[src/rtl/tart_correlator_pkg.sv]
// Shared defaults for the correlator accumulator path and the {sin, cos} word layout.
package tart_correlator_pkg;

    localparam int ACCUM_DEF = 24;
    localparam int DELAY_DEF = 3;
    localparam int PAIRS_DEF = 12;
    localparam int PBITS_DEF = 4;
    localparam int BBITS_DEF = 16;

    // Stored words are {sin, cos}: cos in the lower half, sin in the upper half.
    function automatic int cos_lo(input int accum);
        return 0 * accum;
    endfunction

    function automatic int sin_lo(input int accum);
        return accum;
    endfunction

endpackage

[src/rtl/accum_ram_dp.sv]
// Two-bank distributed RAM: one synchronous write port, two asynchronous read ports.
module accum_ram_dp #(
    parameter int WIDTH = 48,
    parameter int DEPTH = 12,
    parameter int ABITS = 4
) (
    input  logic             clk,
    input  logic             we,
    input  logic             wbank,
    input  logic [ABITS-1:0] wadr,
    input  logic [WIDTH-1:0] wdata,
    input  logic             abank,
    input  logic [ABITS-1:0] aadr,
    output logic [WIDTH-1:0] adata,
    input  logic             bbank,
    input  logic [ABITS-1:0] badr,
    output logic [WIDTH-1:0] bdata
);

    logic [WIDTH-1:0] mem [2][DEPTH];

    // NOTE: storage arrays get no reset; contents are defined by the first sweep, which writes every slot.
    always_ff @(posedge clk) begin
        if (we) begin
            mem[wbank][wadr] <= wdata;
        end
    end

    assign adata = mem[abank][aadr];
    assign bdata = mem[bbank][badr];

endmodule

[src/rtl/accum_bank_rw.sv]
// Double-buffered, time-multiplexed partial-sum store for one cos/sin DSP stage.
// Define TART_OVERFLOW_EN to build the sticky MSB-wrap overflow detector.
module accum_bank_rw
    import tart_correlator_pkg::*;
#(
    parameter int ACCUM = ACCUM_DEF,
    parameter int MSB   = ACCUM - 1,
    parameter int PAIRS = PAIRS_DEF,
    parameter int PBITS = PBITS_DEF,
    parameter int BBITS = BBITS_DEF,
    parameter int DELAY = DELAY_DEF
) (
    input  logic             clk,
    input  logic             rst,
    input  logic             en,
    input  logic [BBITS-1:0] blocksize,
    output logic [ACCUM-1:0] dcos,
    output logic [ACCUM-1:0] dsin,
    output logic             vld,
    input  logic [ACCUM-1:0] qcos,
    input  logic [ACCUM-1:0] qsin,
    output logic             swap,
    output logic             bank,
    input  logic [PBITS-1:0] rd_adr,
    output logic [ACCUM-1:0] rd_cos,
    output logic [ACCUM-1:0] rd_sin,
    output logic             overflow
);

    localparam int COS_LO = cos_lo(ACCUM);
    localparam int SIN_LO = sin_lo(ACCUM);
    localparam int WORD   = 2 * ACCUM;

    typedef struct packed {
        logic             en;
        logic             bank;
        logic             last;
        logic [PBITS-1:0] adr;
    } wb_t;

    logic [PBITS-1:0] adr;
    logic [BBITS-1:0] blk;
    logic [BBITS-1:0] blocksize_r;
    logic [BBITS-1:0] bs_eff;
    logic             loaded;
    logic             first;
    logic             last_slot;
    logic             blk_end;
    wb_t              pipe [DELAY];
    wb_t              wb;
    logic [WORD-1:0]  wdata;
    logic [WORD-1:0]  rdata;
    logic [WORD-1:0]  hdata;
    logic [MSB:0]     ram_cos;
    logic [MSB:0]     ram_sin;

    // Until the first clock after reset the live input stands in for the captured block size.
    assign bs_eff    = loaded ? blocksize_r : blocksize;
    assign last_slot = (adr == PBITS'(PAIRS - 1));
    assign blk_end   = en && last_slot && (blk == bs_eff);
    assign wb        = pipe[DELAY-1];
    assign ram_cos   = rdata[COS_LO +: ACCUM];
    assign ram_sin   = rdata[SIN_LO +: ACCUM];

    // NOTE: every always_comb output gets a default first so no path leaves it unassigned (no latch).
    always_comb begin
        wdata                  = '0;
        wdata[COS_LO +: ACCUM] = qcos;
        wdata[SIN_LO +: ACCUM] = qsin;
    end

    accum_ram_dp #(
        .WIDTH (WORD),
        .DEPTH (PAIRS),
        .ABITS (PBITS)
    ) u_ram (
        .clk   (clk),
        .we    (wb.en),
        .wbank (wb.bank),
        .wadr  (wb.adr),
        .wdata (wdata),
        .abank (bank),
        .aadr  (adr),
        .adata (rdata),
        .bbank (~bank),
        .badr  (rd_adr),
        .bdata (hdata)
    );

    // Write-back tags carry the issuing bank, so late writes land in the old bank after a swap.
    // NOTE: sequential state uses non-blocking assignments so all registers update from pre-edge values.
    always_ff @(posedge clk or posedge rst) begin
        if (rst) begin
            for (int i = 0; i < DELAY; i++) begin
                pipe[i] <= '0;
            end
        end else begin
            pipe[0] <= '{en: en, bank: bank, last: blk_end, adr: adr};
            for (int i = 1; i < DELAY; i++) begin
                pipe[i] <= pipe[i-1];
            end
        end
    end

    always_ff @(posedge clk or posedge rst) begin
        if (rst) begin
            adr         <= '0;
            blk         <= '0;
            bank        <= 1'b0;
            first       <= 1'b1;
            blocksize_r <= '0;
            loaded      <= 1'b0;
            dcos        <= '0;
            dsin        <= '0;
            vld         <= 1'b0;
            swap        <= 1'b0;
            rd_cos      <= '0;
            rd_sin      <= '0;
        end else begin
            vld    <= en;
            swap   <= wb.en && wb.last;
            rd_cos <= hdata[COS_LO +: ACCUM];
            rd_sin <= hdata[SIN_LO +: ACCUM];
            if (!loaded) begin
                blocksize_r <= blocksize;
                loaded      <= 1'b1;
            end
            if (en) begin
                dcos <= first ? '0 : ram_cos;
                dsin <= first ? '0 : ram_sin;
                adr  <= last_slot ? '0 : adr + PBITS'(1);
                if (blk_end) begin
                    bank        <= ~bank;
                    blk         <= '0;
                    first       <= 1'b1;
                    blocksize_r <= blocksize;
                end else if (last_slot) begin
                    blk   <= blk + BBITS'(1);
                    first <= 1'b0;
                end
            end
        end
    end

`ifdef TART_OVERFLOW_EN
    logic [1:0] msb_pipe [DELAY];
    logic       ovf_now;

    // A stored MSB of 1 turning into 0 means the running sum wrapped past full scale.
    assign ovf_now = wb.en && ((msb_pipe[DELAY-1][0] && !qcos[MSB]) ||
                               (msb_pipe[DELAY-1][1] && !qsin[MSB]));

    always_ff @(posedge clk or posedge rst) begin
        if (rst) begin
            for (int i = 0; i < DELAY; i++) begin
                msb_pipe[i] <= '0;
            end
            overflow <= 1'b0;
        end else begin
            msb_pipe[0] <= first ? 2'b00 : {ram_sin[MSB], ram_cos[MSB]};
            for (int i = 1; i < DELAY; i++) begin
                msb_pipe[i] <= msb_pipe[i-1];
            end
            overflow <= (wb.en && wb.last) ? 1'b0 : (overflow | ovf_now);
        end
    end
`else
    assign overflow = 1'b0;
`endif

endmodule
[config.mk]
export PLATFORM = sky130hd
export DESIGN_NAME = accum_bank_rw
export DESIGN_NICKNAME = d
export VERILOG_FILES = /design/src/rtl/tart_correlator_pkg.sv /design/src/rtl/accum_ram_dp.sv /design/src/rtl/accum_bank_rw.sv
export SDC_FILE = /design/constraint.sdc
export NUM_CORES = 2
export LEC_CHECK = 0
export BUFFER_PORTS_ARGS = -buffer_cell sky130_fd_sc_hd__buf_4
export CAP_MARGIN = 20
export CORE_AREA = 2 2 345 347
export CTS_CLUSTER_SIZE = 24
export DETAILED_ROUTE_END_ITERATION = 16
export DIE_AREA = 0 0 347 349
export HOLD_SLACK_MARGIN = 0.08
export PLACE_DENSITY = 0.66
export SLEW_MARGIN = 10
export SYNTH_ARGS = -nofsm -noshare
export SYNTH_HDL_FRONTEND = slang
export SYNTH_SLANG_ARGS = --single-unit
[constraint.sdc]
create_clock -name clk -period 16.4 [get_ports clk]
set_clock_uncertainty 0.2 [all_clocks]
set_input_delay 2.46 -clock clk [delete_from_list [all_inputs] [get_ports clk]]
set_output_delay 2.46 -clock clk [all_outputs]
set_load 0.02 [all_outputs]
== Yosys cells after proc, flatten, opt, wreduce, memory -nomap -nowiden ==
Memory sizes are Yosys's and may differ from the RTL's.
Cells that the tools add are included.
Word-level totals
  register bits: 157
  bits in latches: 0
  memory bits (writable): 1152
  ROM bits: 0
  input bits: 71
  output and inout port bits: 100
  memories kept: 1
Memories
  u_ram.mem: depth 2, width 576, rd ports 2, clocked after memory_dff 0, wr ports 1, RTL line accum_ram_dp.sv:20  | logic [WIDTH-1:0] mem [2][DEPTH];
Cells by class
  add/subtract/negate cells: 2
  multiply operators: 0
  div/mod/pow operators: 0
  order comparisons: 4
  eq/ne operators: 2
  shift-type cells: 0
  multiplexer cells: 20
  bitwise logic cells: 4
  reductions and logical operators: 7
Operator list (number)
  $mux 576: 1
  $bmux 48 s4: 2
  $mux 48: 5
  $demux 48 s4: 1
  $mux 16: 5
  $mux 24: 2
  $add 16x1->16 const B: 1
  $eq 16x16->1: 1
  $ge 5x5->1 const B: 3
  $not 4->5: 3
  $lt 5x1->1 const B: 1
  $add 4x1->4 const B: 1
  $eq 4x4->1 const B: 1
  $logic_and 1x1->1: 4
  $mux 4: 1
  $reduce_and 2->1: 2
  $mux 1: 3
  $reduce_bool 2->1: 1
  $not 1->1: 1

== Longest topological paths before layout ==
  depth after elaboration: 6
  gate-level depth with buffers: 10
  depth with buffers taken out: 7

== Modules after synthesis ==
A second synthesis with hierarchy kept.
Unflattened totals
  cell total of the unflattened synthesis: 3802
  area total of the unflattened synthesis: 59859.9 um^2
Modules (own cells, without submodules)
  accum_ram_dp: times used 1, cells each 3340, area an instance 54116.9 um^2
  accum_bank_rw: times used 1, cells each 462, area an instance 5743.0 um^2

== Worst setup path after synthesis ==
OpenSTA, ideal clock, no wires.
  path type: input to register
  from: input en
  to: register blocksize_r[10]
  library setup time: 0.125 ns
  data arrival time: 4.245 ns
  slack: 11.830 ns
  cell stages on the path: 8
  cell sequence: clkbuf_1 > nand2_1 > or2_2 > nor2_1 > nand2_2 > o31ai_4 > buf_12 > mux2_4
Between the ends
  cells in the longest elaborated chain, start to end: 4
RTL lines
  start, declared: RTL line accum_bank_rw.sv:15  | input logic en,
  $logic_and 1x1->1 (2 in a row): RTL line accum_bank_rw.sv:60  | assign blk_end = en && last_slot && (blk == bs_eff);
  $mux 16: RTL line accum_bank_rw.sv:132  | if (blk_end) begin
  $mux 16 *: RTL line accum_bank_rw.sv:128  | if (en) begin
  end signal, assigned: RTL line accum_bank_rw.sv:125  | blocksize_r <= blocksize;
  end signal, assigned: RTL line accum_bank_rw.sv:136  | blocksize_r <= blocksize;
  end, declared: RTL line accum_bank_rw.sv:43  | logic [BBITS-1:0] blocksize_r;
Every way passes the cells marked *; elsewhere a longest branch is shown, timed or not.
A chain may end at the register's enable or synchronous reset.

== Worst setup path in the final report ==
  from: register bank
  to: register rd_cos[0]
Between the ends
  cells in the longest elaborated chain, start to end: 5
RTL lines
  start, declared: RTL line accum_bank_rw.sv:23  | output logic bank,
  start signal, assigned: RTL line accum_bank_rw.sv:133  | bank <= ~bank;
  $not 1->1: RTL line accum_bank_rw.sv:85  | .bbank (~bank),
  $mem_v2 2x576
  $bmux 48 s4: RTL line accum_ram_dp.sv:30  | assign bdata = mem[bbank][badr];
  $mux 48 (implied by the code) (2 in a row): RTL line accum_ram_dp.sv:30
  net hdata[0]: RTL line accum_bank_rw.sv:53  | logic [WORD-1:0] hdata;
  end signal, assigned: RTL line accum_bank_rw.sv:122  | rd_cos <= hdata[COS_LO +: ACCUM];
  end, declared: RTL line accum_bank_rw.sv:25  | output logic [ACCUM-1:0] rd_cos,
The timed path passes the listed nets, and every way through them passes these cells. The select of a mux whose other input is x is not followed.

==> impl_metrics.ini <==
[status]
status = complete, no violations

[setup_path]
path_cells = buf_4 > buf_4 > buf_4 > buf_4 > mux4_2 > mux4_2 > inv_1 > o22ai_1
ff2ff_path_depth = 8
end_kind = register
crit_path_top_delay_cell = buf_4
path_class = reg -> reg
crit_path_start_kind = register
cp.arrival_ps = 5920
critPathMostFrequentCell = buf_4
cpPeakStageDelay_ps = 870
crit_path_max_fanout = 63
rrSetupSlack_ps = 10870
crit_required_ps = 16790

[floorplanning]
num_rows = 126
die_x_um = 347
coreArea_um2 = 117000
die-area_um2 = 121000
start_util = 0.496
die_y_um = 349
ioPinCount = 171

[global_route]
grtUsageTotal = 0.257
grt-ovfl-total = 0
grt_pass1_wl_um = 225000
grt_util_met3 = 0.0524
gr-max-usage-layer = met2
antenna_found_initial = 6
met2_usage = 0.416
grt_pass1_vias = 32300
grt_start_max_net_pins = 149
grt.met1_usage = 0.358

[finish]
nNetsFinal = 3042
seqCellArea_um2 = 38500
stdcell_area_um2 = 65900
drive_gt1_frac = 0.377
multi_input_area_um2 = 18700
area_growth_pct = 13.1
fill_cells = 8558

[synthesis]
ys_seq_area_frac = 0.661
ys_top_cells_by_area = edfxtp_1 59%, mux4_2 24%, dfrtp_1 6.7%, mux2i_1 2.7%, o22ai_1 1.5%
synth_common_cells = 1,152 x edfxtp_1, 624 x mux4_2, 160 x mux2i_1
yosys_warnings = 0
synth_most_common_cell = edfxtp_1
synth_edf_count = 1152
synth.top_cell.area_share = 0.594
synth.distinct_cells = 42
yosysTopAreaCell = edfxtp_1
synth_area_um2 = 58300
ys_async_sr_fraction = 0.120
synth_cells = 2802
ys_seq_elements = 1309
synth_area_per_cell_um2 = 20.8
synth-main-ff-cell = edfxtp_1
synth_nets = 2875

[timing]
fin_tns_setup_ps = 0
max-slew-margin-rel = 0.252
setup_ws_ps = 10870
setup_violations = 0
rsz0062_at_grt = no
period_needed_ps = 5530
fmax_mhz = 181
final-max-slew-violation-count = 0
tightest_slew_ps = 1120
hold_violations = 0
post-route-period-util = 0.337

[power]
irDropWorstVdd_mv = 0.110
p_leak_nw = 21.6
power_density_nw_per_um2 = 140

[worst_hold_path]
hp-class = reg -> reg
holdPathStages = 0

[clock_tree]
cts_tree = done
cts_buffers = 140
cts_max_path_buffers = 3
clk_pin_slew_ps = 60
post_cts_buffers = 0
clk_latency_ps = 730
hold_buffers = 0
cts_sinks = 1309
cts-resized-gates = 0
ctsHtreeMaxLevel = 4
cts_root_buf = clkbuf_16

[place]
dp_slack_ps = 10670
place_area_um2 = 61300
place_congestion = 0.784
port_buffers = 169
place_hpwl_um = 81600

[drt]
first_pass_iters = 7
vias = 31100
wire_per_inst_um = 33.4
drc = 0
wl_um = 154000
via_per_inst = 6.73
ant_nets = 0
drt-initial-drc-count = 3624

[flow_run]
drv_cap = 0
==> routing by layer <==
| layer | part of all wire | vias up |
|---|---|---|
| li1 | - | 12300 |
| met1 | 0.39 | 16900 |
| met2 | 0.49 | 1604 |
| met3 | 0.086 | 271 |
| met4 | 0.027 | 6 |
| met5 | 0.00027 | - |
==> metrics by stage <==
stage | util | power, W | cells | hold slack (ps)
final | 0.561 | 0.00926 | 4619 | 142
after global routing | 0.561 | 0.00960 | 4619 | 146
after CTS | 0.560 | 0.00933 | 4612 | 144
after detailed placement | 0.522 | 0.00622 | 4358 | 136
after global placement | 0.521 | 0.00619 | 4357 | 135
after floorplan | - | 0.00546 | 2802 | 131
==> power by group <==
group	leakage [nW]	switching (W)	internal, W
Sequential	12.3	0.000183	0.00389
Combinational	7.00	0.00115	0.000918
Clock	2.21	0.00127	0.00185
==> flip-flops by register name (all words and copies together), names as in the netlist, 4 cells and up <==
signal / flops
u_ram.mem: 1152
dcos: 24
dsin: 24
rd_cos: 24
rd_sin: 24
pipe: 20
blk: 16
blocksize_r: 16
adr: 4
==> kinds of logic (layout without fill, tap and decap cells) <==
kind of cell | Yosys count | after routing | synth area share
buffers and inverters | 303 | 582 | 0.0220
AO/OA/AOI/OAI | 199 | 199 | 0.0206
adder cells (fa/ha/maj) | 2 | 2 | 0.000429
multiplexers | 850 | 850 | 0.282
AND/OR/NAND/NOR | 105 | 105 | 0.00874
flip-flops | 1309 | 1309 | 0.661
XOR/XNOR | 32 | 32 | 0.00481
other | 2 | 4 | 0.000129
==> final cells by class <==
type	instances	area share
antenna	2	0.0000759
clock buffer	186	0.0574
clock inverter	68	0.0112
inverter	99	0.00575
multi-input combinational	1190	0.283
sequential	1309	0.585
tap	1536	0.0292
timing repair buffer	229	0.0285
==> placed cells by master (no fill, tap or decap), drive strengths merged, types with 2 or more instances in the layout <==
cell type,n
nand2b,7
o21ai,4
diode,2
nor2b,3
bufinv,14
nand2,16
nor4,3
ha,2
or3,2
xor2,12
mux4,624
mux2,66
clkinvlp,4
o22ai,144
xnor2,20
mux2i,160
clkinv,44
or2,2
edfxtp,1152
clkbuf,186
conb,2
nand4,5
dfrtp,156
inv,105
nor3,4
nor2,48
nand3,9
a21oi,48
and4,2
buf,229
==> worst paths after layout <==
| path | startpoint | endpoint |
|---|---|---|
| setup / recovery | bank | rd_cos[0] |
| hold / removal | pipe[13] | pipe[6] |
| setup reg to reg | bank | rd_cos[0] |
| hold reg to reg | pipe[13] | pipe[6] |
| max in group asynchronous | rst | adr[1] |
| min in group asynchronous | rst | dcos[20] |
==> critical path: cells and delay by family, from the launching register on <==
family / cells / cell delay, ps
compound gates: 1 / 70
flops: 1 / 840
mux: 2 / 1110
buf+inv: 5 / 3040
Power figures use the tool's default switching activity.
